<file path="config.mk">
export PLATFORM = sky130hd
export DESIGN_NAME = pc_seq
export DESIGN_NICKNAME = d
export VERILOG_FILES = /design/src/rtl/pc_seq.sv
export SDC_FILE = /design/constraint.sdc
export NUM_CORES = 1
export LEC_CHECK = 0
export CAP_MARGIN = 20
export CORE_ASPECT_RATIO = 0.9
export CORE_MARGIN = 1.5
export CORE_UTILIZATION = 52
export DETAILED_ROUTE_END_ITERATION = 16
export GPL_ROUTABILITY_DRIVEN = 1
export PLACE_DENSITY_LB_ADDON = 0.05
export RECOVER_POWER = 25
export SYNTH_ARGS = -nofsm -noshare
export SYNTH_HDL_FRONTEND = slang
export SYNTH_SLANG_ARGS = --single-unit
</file>
<file path="constraint.sdc">
create_clock -name clk -period 8.82 [get_ports clk]
set_input_delay 1.764 -clock clk [delete_from_list [all_inputs] [get_ports clk]]
set_output_delay 1.764 -clock clk [all_outputs]
set_load 0.01 [all_outputs]
</file>
<file path="src/rtl/pc_seq.sv">
// pc_seq: program-counter sequencer with BOOT/RUN/HALT/FAULT control.
// It offers pc_out to the fetch stage, steps by INC on each accepted fetch,
// and redirects on branch or trap. Every output is taken straight from a
// register or decoded from the state register. No output depends on an
// input within the same cycle.
//
// Handshake: pc_out is offered while pc_valid is high, which happens only in
// RUN. A transfer ("fire") happens in a cycle where pc_valid && fetch_ready
// && !stall. On a fire, pc_out advances on the next rising edge, unless a
// trap or branch redirects it, and fetch_count increments.
module pc_seq #(
  parameter int unsigned       XLEN         = 64,
  parameter int unsigned       INC          = 4,
  parameter logic [XLEN-1:0]   RESET_VECTOR = '0,
  parameter logic [XLEN-1:0]   TRAP_VECTOR  = XLEN'(64'h100)
) (
  input  logic            clk,
  input  logic            reset,
  input  logic            stall,
  input  logic            branch_taken,
  input  logic [XLEN-1:0] branch_target,
  input  logic            trap,
  input  logic            halt_req,
  input  logic            resume,
  input  logic            fetch_ready,
  output logic [XLEN-1:0] pc_out,
  output logic            pc_valid,
  output logic            misaligned,
  output logic            halted,
  output logic [31:0]     fetch_count,
  output logic [1:0]      state_dbg
);

  typedef enum logic [1:0] {
    ST_BOOT  = 2'd0,
    ST_RUN   = 2'd1,
    ST_HALT  = 2'd2,
    ST_FAULT = 2'd3
  } state_e;

  // Low address bits that must be zero in a branch target. INC is a power of
  // two, so INC-1 is the alignment mask. When INC=1 the mask is zero, the
  // check never fires, and FAULT cannot be reached.
  localparam logic [XLEN-1:0] ALIGN_MASK = XLEN'(INC - 1);
  localparam logic [XLEN-1:0] STEP       = XLEN'(INC);

  state_e            state_q, state_d;
  logic [XLEN-1:0]   pc_q, pc_d;
  logic [31:0]       cnt_q, cnt_d;

  logic              fire;
  logic              target_misaligned;

  assign fire              = (state_q == ST_RUN) && fetch_ready && !stall;
  assign target_misaligned = |(branch_target & ALIGN_MASK);

  // Next-state, next-PC and fetch counter selection.
  always_comb begin
    state_d = state_q;
    pc_d    = pc_q;
    cnt_d   = cnt_q;

    // A fire is counted even when a redirect is applied in the same cycle,
    // because the fetch stage did accept the offered pc_out. A redirect on
    // its own is never counted.
    if (fire) begin
      cnt_d = cnt_q + 32'd1;
    end

    unique case (state_q)
      ST_BOOT: begin
        state_d = ST_RUN;
        pc_d    = RESET_VECTOR;
      end

      ST_RUN: begin
        if (trap) begin
          // Trap wins over halt_req and over a misaligned branch.
          pc_d    = TRAP_VECTOR;
          state_d = ST_RUN;
        end else if (branch_taken) begin
          pc_d = branch_target;
          if (target_misaligned) begin
            state_d = ST_FAULT;
          end else if (halt_req) begin
            state_d = ST_HALT;
          end
        end else begin
          if (fire) begin
            pc_d = pc_q + STEP;
          end
          if (halt_req) begin
            state_d = ST_HALT;
          end
        end
      end

      ST_HALT: begin
        // branch_taken and stall are ignored here; trap has priority over resume.
        if (trap) begin
          pc_d    = TRAP_VECTOR;
          state_d = ST_RUN;
        end else if (resume) begin
          state_d = ST_RUN;
        end
      end

      ST_FAULT: begin
        // Only a trap (or reset) leaves FAULT.
        if (trap) begin
          pc_d    = TRAP_VECTOR;
          state_d = ST_RUN;
        end
      end

      default: begin
        state_d = ST_BOOT;
        pc_d    = RESET_VECTOR;
      end
    endcase
  end

  // State, PC and counter registers with asynchronous reset.
  always_ff @(posedge clk or posedge reset) begin
    if (reset) begin
      state_q <= ST_BOOT;
      pc_q    <= RESET_VECTOR;
      cnt_q   <= '0;
    end else begin
      state_q <= state_d;
      pc_q    <= pc_d;
      cnt_q   <= cnt_d;
    end
  end

  assign pc_out      = pc_q;
  assign pc_valid    = (state_q == ST_RUN);
  assign halted      = (state_q == ST_HALT);
  assign misaligned  = (state_q == ST_FAULT);
  assign fetch_count = cnt_q;
  assign state_dbg   = state_q;

endmodule

</file>
### Word-level counts from Yosys, hierarchy flattened

Cells that the tools add are included.
Widths: inputs -> output; s select.

| word-level totals | value |
|---|---|
| register bits | 98 |
| latch bits | 0 |
| bits in writable memories | 0 |
| memory bits (read-only) | 0 |
| input port bits | 72 |
| output and inout bits | 101 |
| word-level logic and storage cells | 33 |
| memories kept | 0 |

| cells by class | value |
|---|---|
| add/subtract/negate cells | 2 |
| multipliers | 0 |
| div/mod/pow operators | 0 |
| order comparisons | 0 |
| equal/unequal tests | 7 |
| shifts and indexed selects | 0 |
| multiplexer cells | 13 |
| bitwise logic cells | 0 |
| reductions and logical operators | 8 |

Operator list:

| cell | count |
|---|---|
| $mux 64 | 4 |
| $pmux 64 s3 | 1 |
| $add 64x3->64 const B | 1 |
| $add 32x1->32 const B | 1 |
| $mux 2 | 7 |
| $pmux 2 s4 | 1 |
| $eq 2x2->1 const B | 2 |
| $ne 4x3->1 const B | 1 |
| $reduce_and 2->1 | 2 |
| $reduce_or 2->1 | 2 |
| $ne 3x3->1 const B | 1 |
| $eq 2x1->1 const B | 1 |
| $logic_and 1x1->1 | 2 |
| $logic_not 2->1 | 1 |
| $ne 2x1->1 const B | 1 |
| $ne 2x2->1 const B | 1 |
| $logic_not 1->1 | 1 |

### Depth between registers and ports, before layout

| depth | value |
|---|---|
| depth after elaboration | 7 |
| gate-level depth with buffers | 8 |
| mapped depth without buffers | 7 |

### Least setup slack after synthesis

Ideal clock, no wire load.

| timing | value |
|---|---|
| path type | input to register |
| start | in branch_taken |
| end | reg pc_q[49], in the netlist pc_out[49] |
| setup time | 71 ps |
| arrival | 3,283 ps |
| required time | 8,749 ps |
| setup slack | 5,466 ps |
| stages on the path | 7 |
| path buffers | 1 |
| path through | buf_4 > nor4b_4 > nand2_2 > nor4_1 > nand3_1 > or3_1 > nand4_1 |

| on the way | value |
|---|---|
| cells in the longest elaborated chain, start to end | 3 |
| elaborated cells between the ends (all ways) | 5 |
| those cells by class | 1 x eq/ne; 3 x mux; 1 x reduce/logical |

RTL lines:

| what | RTL line | source |
|---|---|---|
| start, declared | 20 | `input logic branch_taken,` |
| $mux 64 | 81 | `end else if (branch_taken) begin` |
| $mux 64 | 77 | `if (trap) begin` |
| $pmux 64 s3 | 70 | `unique case (state_q)` |
| end signal, assigned | 131 | `pc_q <= pc_d;` |
| end, declared | 48 | `logic [XLEN-1:0] pc_q, pc_d;` |

Parallel ways exist; a longest one is shown, timed or not.
A chain may end at the register's enable or synchronous reset.

### Final worst setup path

| timing | value |
|---|---|
| start | in branch_taken |
| end | reg pc_q[38], in the netlist pc_out[38] |

The elaborated chain is that of the path after synthesis.

==> flow_summary.json <==
{
  "outcome": "complete, but fails checks",
  "violations": "max-capacitance violations, max-slew violations",
  "start_util_pct": 53.3,
  "r2r_start": "state_dbg[1]$_DFFE_PP0P_",
  "ir_drop_uv": 175,
  "holdPathEnd": "fetch_count[31]$_DFFE_PP0P_",
  "hold_slack_ns": 0.472,
  "worstSetupStartpointType": "input port",
  "place_area_sq_mm": 0.00752,
  "synth_cell_types": 60,
  "drv_slew": 32,
  "antenna_left": 0,
  "setup_ws_ns": 4.38,
  "first_global_vias": 5501,
  "wirelength_um": 17900,
  "syn_avg_cell_area_sq_um": 8.81,
  "synth_seq_area_share_pct": 42.8,
  "cts_setup_buffers": 0,
  "synth_cells": 651,
  "gp_congestion": 0.883,
  "hold_start": "fetch_count[31]$_DFFE_PP0P_",
  "startpoint": "branch_taken",
  "r2r_slack_ns": 5.91,
  "dr.pass1.iters": 5,
  "critical_path_class": "in2reg",
  "ys_seq_elements": 98,
  "ys.flop_type": "dfrtp_1",
  "fp.dieW_um": 114,
  "path_clk_slew_ns": 0.07,
  "drc": 0,
  "clock_path_buffers": 2,
  "fin_skew_ns": 0.00760,
  "vias": 6026,
  "dieArea_sq_mm": 0.0117,
  "synth_enable_flop_cells": 0,
  "final_hold_viol_count": 0,
  "post-route-period-util_pct": 50.3,
  "syn_area_sq_mm": 0.00574,
  "ios": 173,
  "clock.fmax_mhz": 225,
  "post-dp-hpwl_um": 12200,
  "netlist.area_leader.share_pct": 42.8,
  "setup_viol": 0,
  "vias_per_cell": 6.38,
  "routedWlPerCell_um": 19.0,
  "final.min_clock_period_ns": 4.44,
  "antenna_found_initial": 0,
  "drtIter0Drc": 583,
  "synth_top_cell_by_area": "dfrtp_1",
  "core_area_sq_mm": 0.0108,
  "leakage_nw": 3.18,
  "min_path_type": "reg2reg",
  "cap_violations": 1,
  "fp-row-count": 36,
  "p_per_area_mw_per_mm2": 159,
  "tns_ns": 0,
  "h-tree-depth": 3,
  "cp-end-kind": "flop",
  "dpl_worst_slack_ns": 4.08,
  "r2r_cells": 5,
  "grt_start_max_net_pins": 83,
  "layout.nets": 880,
  "diodes": 0,
  "syn_to_final_growth_pct": 38.0,
  "tightest_slew_ns": 1.83,
  "grt-ovfl-total": 0,
  "cp.arrival_ns": 4.73,
  "n_fill_cell": 797,
  "tritoncts": "yes",
  "cts-root-buf": "clkbuf_16",
  "cts_resized": 0,
  "grt_usage_pct": 30.6,
  "ys_warn_count": 0,
  "layout-drive-gt1-share_pct": 5.18,
  "fin_area_sq_mm": 0.00792,
  "required_ns": 9.12,
  "ctsHoldBuffers": 0,
  "die_y_um": 103,
  "reg2reg_to": "pc_out[38]$_DFFE_PP0P_",
  "max_slew_margin_pct": -21.7,
  "cts-buffers-inserted": 9,
  "io_buffers": 172,
  "clk_latency_ns": 0.36,
  "rsz0062_at_grt": "false",
  "cts.sinks": 98,
  "whs_path_depth": 1,
  "async_flop_share_pct": 100,
  "synth_fp_nets": 725,
  "finalPower_mw": 1.26,
  "grt_pass1_wl_um": 28100,
  "synth_area_leaders": "dfrtp_1, nand2_1, xnor2_1",
  "cp_max_fo": 47
}
[final cells by class]
cell class	instances	area, sq um	share of cell area (%)
Clock inverter	5	125	1.58
Timing Repair Buffer	179	1790	22.7
Tap cell	133	166	2.10
Inverter	9	35.0	0.442
Clock buffer	11	243	3.07
Sequential cell	98	2450	31.0
Multi-Input combinational cell	509	3100	39.2
[through the flow]
stage,std cells,util [%]
floorplan,651,-
global placement,926,69.8
detailed placement,926,69.8
CTS,942,73.2
global route,944,73.5
finish,944,73.5
[flip-flops by register name, indices dropped and copies added, names as in the netlist]
| register | cells |
|---|---|
| fetch_count | 32 |
| state_dbg | 2 |
| pc_out | 64 |
[placed cells by master (no fill, tap or decap), types with 9 or more instances in the layout]
master / instances
a21oi_1: 29
a221o_1: 12
a31oi_1: 11
and2_1: 10
and3_1: 22
and4_1: 15
clkbuf_16: 9
clkdlybuf4s50_1: 170
dfrtp_1: 98
nand2_1: 88
nand3_1: 34
nand4_1: 32
nor2_1: 36
nor3_1: 20
nor4_1: 13
o211ai_1: 16
o21ai_0: 45
xnor2_1: 27
[cell usage after synthesis (13+ instances only)]
| library cell | count |
|---|---|
| nor2_1 | 38 |
| clkbuf_1 | 19 |
| and4_1 | 15 |
| nand2_1 | 88 |
| nor4_1 | 13 |
| nand4_1 | 32 |
| a21oi_1 | 29 |
| nor3_1 | 20 |
| o21ai_0 | 45 |
| dfrtp_1 | 98 |
| xnor2_1 | 27 |
| o211ai_1 | 16 |
| nand3_1 | 34 |
| and3_1 | 22 |
[per-layer routing]
metal  global-route usage [%]  vias to the layer above  wire length, um
met2                     48.1                      348             8100
met5                        0                        -                0
met1                     42.8                     2901             7700
li1                         -                     2752                -
met3                     7.52                       25             1840
met4                     8.17                        0              259
[power by group]
group | switching [mW] | total [mW] | internal (mW)
clock network | 0.178 | 0.492 | 0.314
registers | 0.0566 | 0.540 | 0.483
logic | 0.101 | 0.227 | 0.126
total | 0.336 | 1.26 | 0.922
[worst max path at each step]
stage	cells after the start	to
floorplan	1	fetch_count[0]$_DFFE_PP0P_
global placement	7	pc_out[38]$_DFFE_PP0P_
detailed placement	7	pc_out[38]$_DFFE_PP0P_
CTS	7	pc_out[38]$_DFFE_PP0P_
global route	7	pc_out[38]$_DFFE_PP0P_
finish	7	pc_out[38]$_DFFE_PP0P_
[cell families (layout without fill, tap and decap cells)]
kind of cell / count (synthesis) / count (layout) / synth area share [%]
adder cells (fa/ha/maj): 2 / 2 / 0.436
flip-flops: 98 / 98 / 42.8
multiplexers: 7 / 7 / 1.29
buffers and inverters: 44 / 204 / 3.34
AO/OA/AOI/OAI: 152 / 152 / 17.4
AND/OR/NAND/NOR: 313 / 313 / 29.5
XOR/XNOR: 35 / 35 / 5.34
[worst max-delay path, cell delays in order]
cell             delay (ns)
clkdlybuf4s50_1        0.40
buf_4                  0.28
or4b_1                 0.80
nor2_2                 0.67
nand4_1                0.28
o31ai_1                0.36
a221o_1                0.17
(Power assumes the default switching activity.)
